`src/rtl/riscv_alu_hs.sv`:
```
// Handshaked RV32I-style ALU with a one-entry output register and an optional
// iterative multiplier, enabled by defining RISCVALU_MUL_EN.
//
// state  | meaning
// -------+---------------------------------------------------------------
// S_IDLE | no multiply pending; single-cycle ops accepted when output frees
// S_MUL  | shift-add multiply in progress, one multiplier bit per cycle
module riscv_alu_hs #(
    parameter int XLEN = 32,
    parameter int SHW  = $clog2(XLEN)
) (
    input  logic            clk,
    input  logic            rst,
    input  logic [3:0]      ALUct1,
    input  logic [XLEN-1:0] A,
    input  logic [XLEN-1:0] B,
    input  logic            in_valid,
    output logic            in_ready,
    output logic [XLEN-1:0] ALUout,
    output logic            zero,
    output logic            illegal,
    output logic            out_valid,
    input  logic            out_ready
);

    localparam logic [3:0] OP_AND  = 4'b0000;
    localparam logic [3:0] OP_OR   = 4'b0001;
    localparam logic [3:0] OP_ADD  = 4'b0010;
    localparam logic [3:0] OP_MUL  = 4'b0011;
    localparam logic [3:0] OP_SLT  = 4'b0100;
    localparam logic [3:0] OP_SLTU = 4'b0101;
    localparam logic [3:0] OP_SUB  = 4'b0110;
    localparam logic [3:0] OP_XOR  = 4'b0111;
    localparam logic [3:0] OP_SRL  = 4'b1000;
    localparam logic [3:0] OP_SLL  = 4'b1001;
    localparam logic [3:0] OP_SRA  = 4'b1010;
    localparam logic [3:0] OP_NOR  = 4'b1100;

    typedef enum logic {
        S_IDLE = 1'b0,
        S_MUL  = 1'b1
    } state_t;

    state_t          state;
    logic            accept;
    logic            is_mul;
    logic            single_load;
    logic            mul_done;
    logic [XLEN-1:0] mul_result;
    logic [XLEN-1:0] res;
    logic            res_ill;
    logic [SHW-1:0]  shamt;

    assign in_ready    = (state == S_IDLE) && (!out_valid || out_ready);
    assign accept      = in_valid && in_ready;
    assign single_load = accept && !is_mul;
    assign shamt       = B[SHW-1:0];

    always_comb begin
        res     = '0;
        res_ill = 1'b0;
        case (ALUct1)
            OP_AND:  res = A & B;
            OP_OR:   res = A | B;
            OP_ADD:  res = A + B;
            OP_SUB:  res = A - B;
            OP_XOR:  res = A ^ B;
            OP_NOR:  res = ~(A | B);
            OP_SLL:  res = A << shamt;
            OP_SRL:  res = A >> shamt;
            OP_SRA:  res = $unsigned($signed(A) >>> shamt);
            OP_SLT:  res = {{(XLEN-1){1'b0}}, ($signed(A) < $signed(B))};
            OP_SLTU: res = {{(XLEN-1){1'b0}}, (A < B)};
            // OP_MUL lands here too; with the multiplier built it never loads via this path
            default: begin
                res     = '0;
                res_ill = 1'b1;
            end
        endcase
    end

`ifdef RISCVALU_MUL_EN
    state_t          state_nxt;
    logic [SHW-1:0]  cnt;
    logic [XLEN-1:0] mcand;
    logic [XLEN-1:0] mplier;
    logic [XLEN-1:0] acc;
    logic [XLEN-1:0] acc_nxt;
    logic            mul_start;

    assign is_mul     = (ALUct1 == OP_MUL);
    assign mul_start  = accept && is_mul;
    assign acc_nxt    = acc + (mplier[0] ? mcand : '0);
    assign mul_done   = (state == S_MUL) && (cnt == SHW'(XLEN-1));
    assign mul_result = acc_nxt;

    always_comb begin
        state_nxt = state;
        case (state)
            S_IDLE:  if (mul_start) state_nxt = S_MUL;
            S_MUL:   if (mul_done)  state_nxt = S_IDLE;
            default: state_nxt = S_IDLE;
        endcase
    end

    always_ff @(posedge clk) begin
        if (!rst) begin
            state  <= S_IDLE;
            cnt    <= '0;
            mcand  <= '0;
            mplier <= '0;
            acc    <= '0;
        end else begin
            state <= state_nxt;
            if (mul_start) begin
                mcand  <= A;
                mplier <= B;
                acc    <= '0;
                cnt    <= '0;
            end else if (state == S_MUL) begin
                mcand  <= mcand << 1;
                mplier <= mplier >> 1;
                acc    <= acc_nxt;
                cnt    <= mul_done ? '0 : cnt + SHW'(1);
            end
        end
    end
`else
    assign state      = S_IDLE;
    assign is_mul     = 1'b0;
    assign mul_done   = 1'b0;
    assign mul_result = '0;
`endif

    // A multiply is only accepted with the output register empty, so mul_done never collides with a held result
    always_ff @(posedge clk) begin
        if (!rst) begin
            out_valid <= 1'b0;
            ALUout    <= '0;
            zero      <= 1'b1;
            illegal   <= 1'b0;
        end else if (single_load) begin
            out_valid <= 1'b1;
            ALUout    <= res;
            zero      <= (res == '0);
            illegal   <= res_ill;
        end else if (mul_done) begin
            out_valid <= 1'b1;
            ALUout    <= mul_result;
            zero      <= (mul_result == '0);
            illegal   <= 1'b0;
        end else if (out_valid && out_ready) begin
            out_valid <= 1'b0;
        end
    end

endmodule
```
`config.mk`:
```
export PLATFORM = sky130hd
export DESIGN_NAME = riscv_alu_hs
export DESIGN_NICKNAME = d
export VERILOG_FILES = /design/src/rtl/riscv_alu_hs.sv
export SDC_FILE = /design/constraint.sdc
export NUM_CORES = 1
export LEC_CHECK = 0
export BUFFER_PORTS_ARGS = -buffer_cell sky130_fd_sc_hd__buf_2
export CORE_MARGIN = 2
export CORE_UTILIZATION = 55
export CTS_CLUSTER_SIZE = 8
export DETAILED_ROUTE_END_ITERATION = 10
export PLACE_DENSITY = 0.74
export SYNTH_ARGS = -nofsm -noshare
export SYNTH_HDL_FRONTEND = slang
export SYNTH_SLANG_ARGS = --single-unit
```
`constraint.sdc`:
```
create_clock -name clk -period 11.1 [get_ports clk]
set_clock_uncertainty 0.15 [all_clocks]
set_input_delay 2.22 -clock clk [delete_from_list [all_inputs] [get_ports clk]]
set_output_delay 2.22 -clock clk [all_outputs]
set_load 0.01 [all_outputs]
```
==> flow_metrics.env <==
export IMPL_drc=0
export IMPL_hold_viol=0
export IMPL_critical_path_class="in -> reg"
export IMPL_place_port_buffers=107
export IMPL_power_total_mw=0.966
export IMPL_synth_edff_count=0
export IMPL_hp_class="reg -> reg"
export IMPL_ys_warn_count=0
export IMPL_cts_resized=0
export IMPL_clk_latency_ns=0.28
export IMPL_cts_root_buf="clkbuf_16"
export IMPL_wl_per_cell_um=30.5
export IMPL_power_density_nw_per_um2=75.4
export IMPL_layout_commonest_cell="nor2_1"
export IMPL_cts_inserted_buffers=5
export IMPL_viasPerCell=7.85
export IMPL_cp_arrival_ns=7.21
export IMPL_critPathMaxStageDelay_ns=0.75
export IMPL_drive_gt1_share_pct=15.6
export IMPL_grt_pass1_wl_mm=89.0
export IMPL_max_slew_margin_pct=-3.72
export IMPL_cp_max_fo=26
export IMPL_dp_cells=1959
export IMPL_mostFrequentLayoutCells="nor2_1, a21oi_1, nand2_1, buf_2, inv_1"
export IMPL_outcome="complete, but fails checks"
export IMPL_ys_seq_area_share_pct=5.73
export IMPL_postRouteAntennaNets=0
export IMPL_synthFlopType="dfxtp_1"
export IMPL_cp_required_ns=11.13
export IMPL_synth_seq_cells=35
export IMPL_final_cells=1967
export IMPL_clock_path_buffers=2
export IMPL_fin_crit_ns=7.18
export IMPL_die_w_um=153
export IMPL_clkTransAtPathRegs_ns=0.06
export IMPL_cts_setup_buffers=0
export IMPL_core_um2=21800
export IMPL_cts_hold_fix_buffers=0
export IMPL_final_max_slew_violation_count=5
export IMPL_critPathSlowestCell="ha_1"
export IMPL_hpwl_mm=44.8
export IMPL_fin_util_pct=58.7
export IMPL_dieHeight_um=153
export IMPL_antenna_found_initial=1
export IMPL_cts_tree="done"
export IMPL_initial_core_util_pct=56.0
export IMPL_grt_overflow=0
export IMPL_cts_sinks=35
export IMPL_crit_family="compound AO/OA/AOI/OAI gates"
export IMPL_vias=15400
export IMPL_area_growth_pct=4.81
export IMPL_fin_crit_sh_pct=64.7
export IMPL_grt_pass1_vias=14000
export IMPL_endpoint_kind="flop"
export IMPL_regArea_um2=701
export IMPL_synth_area_um2=12200
export IMPL_h_tree_depth=2
export IMPL_postSynthCellCount=1712
export IMPL_fmax_mhz=139
export IMPL_routabilityCongestion=1.11
export IMPL_synth_nets=1885
export IMPL_async_reset_ff_share_pct=0
export IMPL_route_final_wire_length_mm=59.9
export IMPL_p_leak_nw=5.31
export IMPL_firstDrtPassIters=7
export IMPL_start_kind="input port"
export IMPL_violations="capacitance limit, slew limit"
export IMPL_grt_start_max_net_pins=88
export IMPL_crit_buf_inv=2
export IMPL_synth_cell_types=98
export IMPL_rsz0062_at_grt="false"
export IMPL_ir_drop_uv=63.9
export IMPL_diodes=0
export IMPL_drt_initial_drc_count=2612
export IMPL_ioPinCount=108
export IMPL_maxCapViolations=1
export IMPL_n_fill_cell=2104
export IMPL_die_area_um2=23400
export IMPL_worstMarginPinSlew_ns=1.55
export IMPL_track_usage_pct=48.9
export IMPL_multi_input_area_um2=10500
export IMPL_setup_violations=0
export IMPL_avgSynthCellArea_um2=7.14
export IMPL_nets=1859
export IMPL_path_cells="buf_2, clkinv_1, ha_1, nor2_1, a221oi_2, a211oi_4, a311o_2, o211ai_1, nor2b_4, o221ai_1, a21o_1, nor4b_4, nand4_1, o41ai_2"
export IMPL_row_count=54
export IMPL_fin_tns_setup_ns=0
-- worst min-delay path: stages, from the launching register on --
cell and delay (ns):
dfxtp_1 0.30, nor2_1 0.09, nor3b_1 0.05
-- synth_stat cells, types with 7 or more instances --
library cell | n | area (um^2)
nand2_1 | 142 | 533
o31ai_1 | 15 | 113
o221ai_1 | 17 | 149
a211oi_1 | 23 | 173
a21o_1 | 12 | 90.1
a221o_1 | 7 | 70.1
mux2_2 | 18 | 203
mux2i_1 | 42 | 420
mux4_2 | 65 | 1460
clkbuf_1 | 104 | 390
dfxtp_1 | 35 | 701
o21ai_0 | 99 | 495
nor3_1 | 49 | 245
and3_1 | 21 | 131
mux2_1 | 8 | 90.1
ha_1 | 99 | 1240
or2_2 | 8 | 50.1
nand4_1 | 21 | 131
a21oi_1 | 144 | 721
nor2b_1 | 15 | 93.8
nor4b_1 | 9 | 78.8
o21ai_1 | 15 | 75.1
o21a_1 | 10 | 75.1
o22ai_1 | 31 | 194
inv_1 | 101 | 379
or3_1 | 16 | 100
a211o_1 | 8 | 70.1
o21bai_1 | 8 | 60.1
o2111ai_1 | 7 | 61.3
nand3_1 | 35 | 175
buf_1 | 18 | 67.6
nor4_1 | 18 | 113
a221oi_1 | 17 | 149
a22oi_1 | 24 | 180
nor3b_1 | 15 | 113
o211ai_1 | 26 | 195
nor2_1 | 160 | 601
a31oi_1 | 24 | 150
and2_1 | 12 | 75.1
buf_2 | 31 | 155
xnor2_1 | 8 | 70.1
buf_4 | 9 | 67.6
o211a_1 | 16 | 160
nand2b_1 | 18 | 113
-- flip-flops by register name, indices dropped and copies added (netlist names) --
register / cells
ALUout: 32
illegal: 1
out_valid: 1
zero: 1
-- layer usage --
| metal | up-vias | share of wire, % | GRT usage, % |
|---|---|---|---|
| met1 | 7120 | 37 | 66.8 |
| met5 | - | 0 | 0 |
| met3 | 364 | 17 | 16.3 |
| met4 | 0 | 7.4 | 24.8 |
| met2 | 1518 | 39 | 68.5 |
| li1 | 6430 | - | - |
-- per-stage QoR --
stage	cell area, um^2	hold slack, ns	setup slack, ns
floorplan	12200	0.367	4.53
global placement	12600	0.325	3.98
detailed placement	12600	0.333	3.88
CTS	12800	0.343	4.12
global route	12800	0.361	3.76
finish	12800	0.342	3.92
-- cells by family (layout without fill, tap and decap cells) --
logic type               Yosys count  in the layout  share of synthesized area, %
AO/OA/AOI/OAI                    591            591                          33.0
AND/OR/NAND/NOR                  574            574                          23.5
buffers and inverters            270            245                          8.94
multiplexers                     133            133                          17.8
adder cells (fa/ha/maj)          101            101                          10.5
flip-flops                        35             35                          5.73
XOR/XNOR                           8              8                         0.573
-- final timing paths --
path	from	depth (start not counted)	slack [ns]	to
worst min register to register	ALUout[8]	2	0.34	ALUout[8]
worst min-delay path	ALUout[8]	2	0.34	ALUout[8]
worst max register to register	out_valid	11	7.38	zero
worst max-delay path	B[4]	14	3.92	zero
-- cell type report --
| type | instances | area share (%) |
|---|---|---|
| Multi-Input combinational cell | 1407 | 81.8 |
| Timing Repair Buffer | 130 | 5.58 |
| Clock inverter | 3 | 0.342 |
| Clock buffer | 5 | 0.976 |
| Tap cell | 280 | 2.73 |
| Sequential cell | 35 | 5.47 |
| Inverter | 107 | 3.13 |
-- power by group --
part	leakage (nW)	internal, mW	switching (mW)
Sequential	0.290	0.137	0.00574
Clock	0.0838	0.106	0.0582
Combinational	4.93	0.221	0.438
Total	5.31	0.464	0.502
Power figures use the tool's default switching activity.
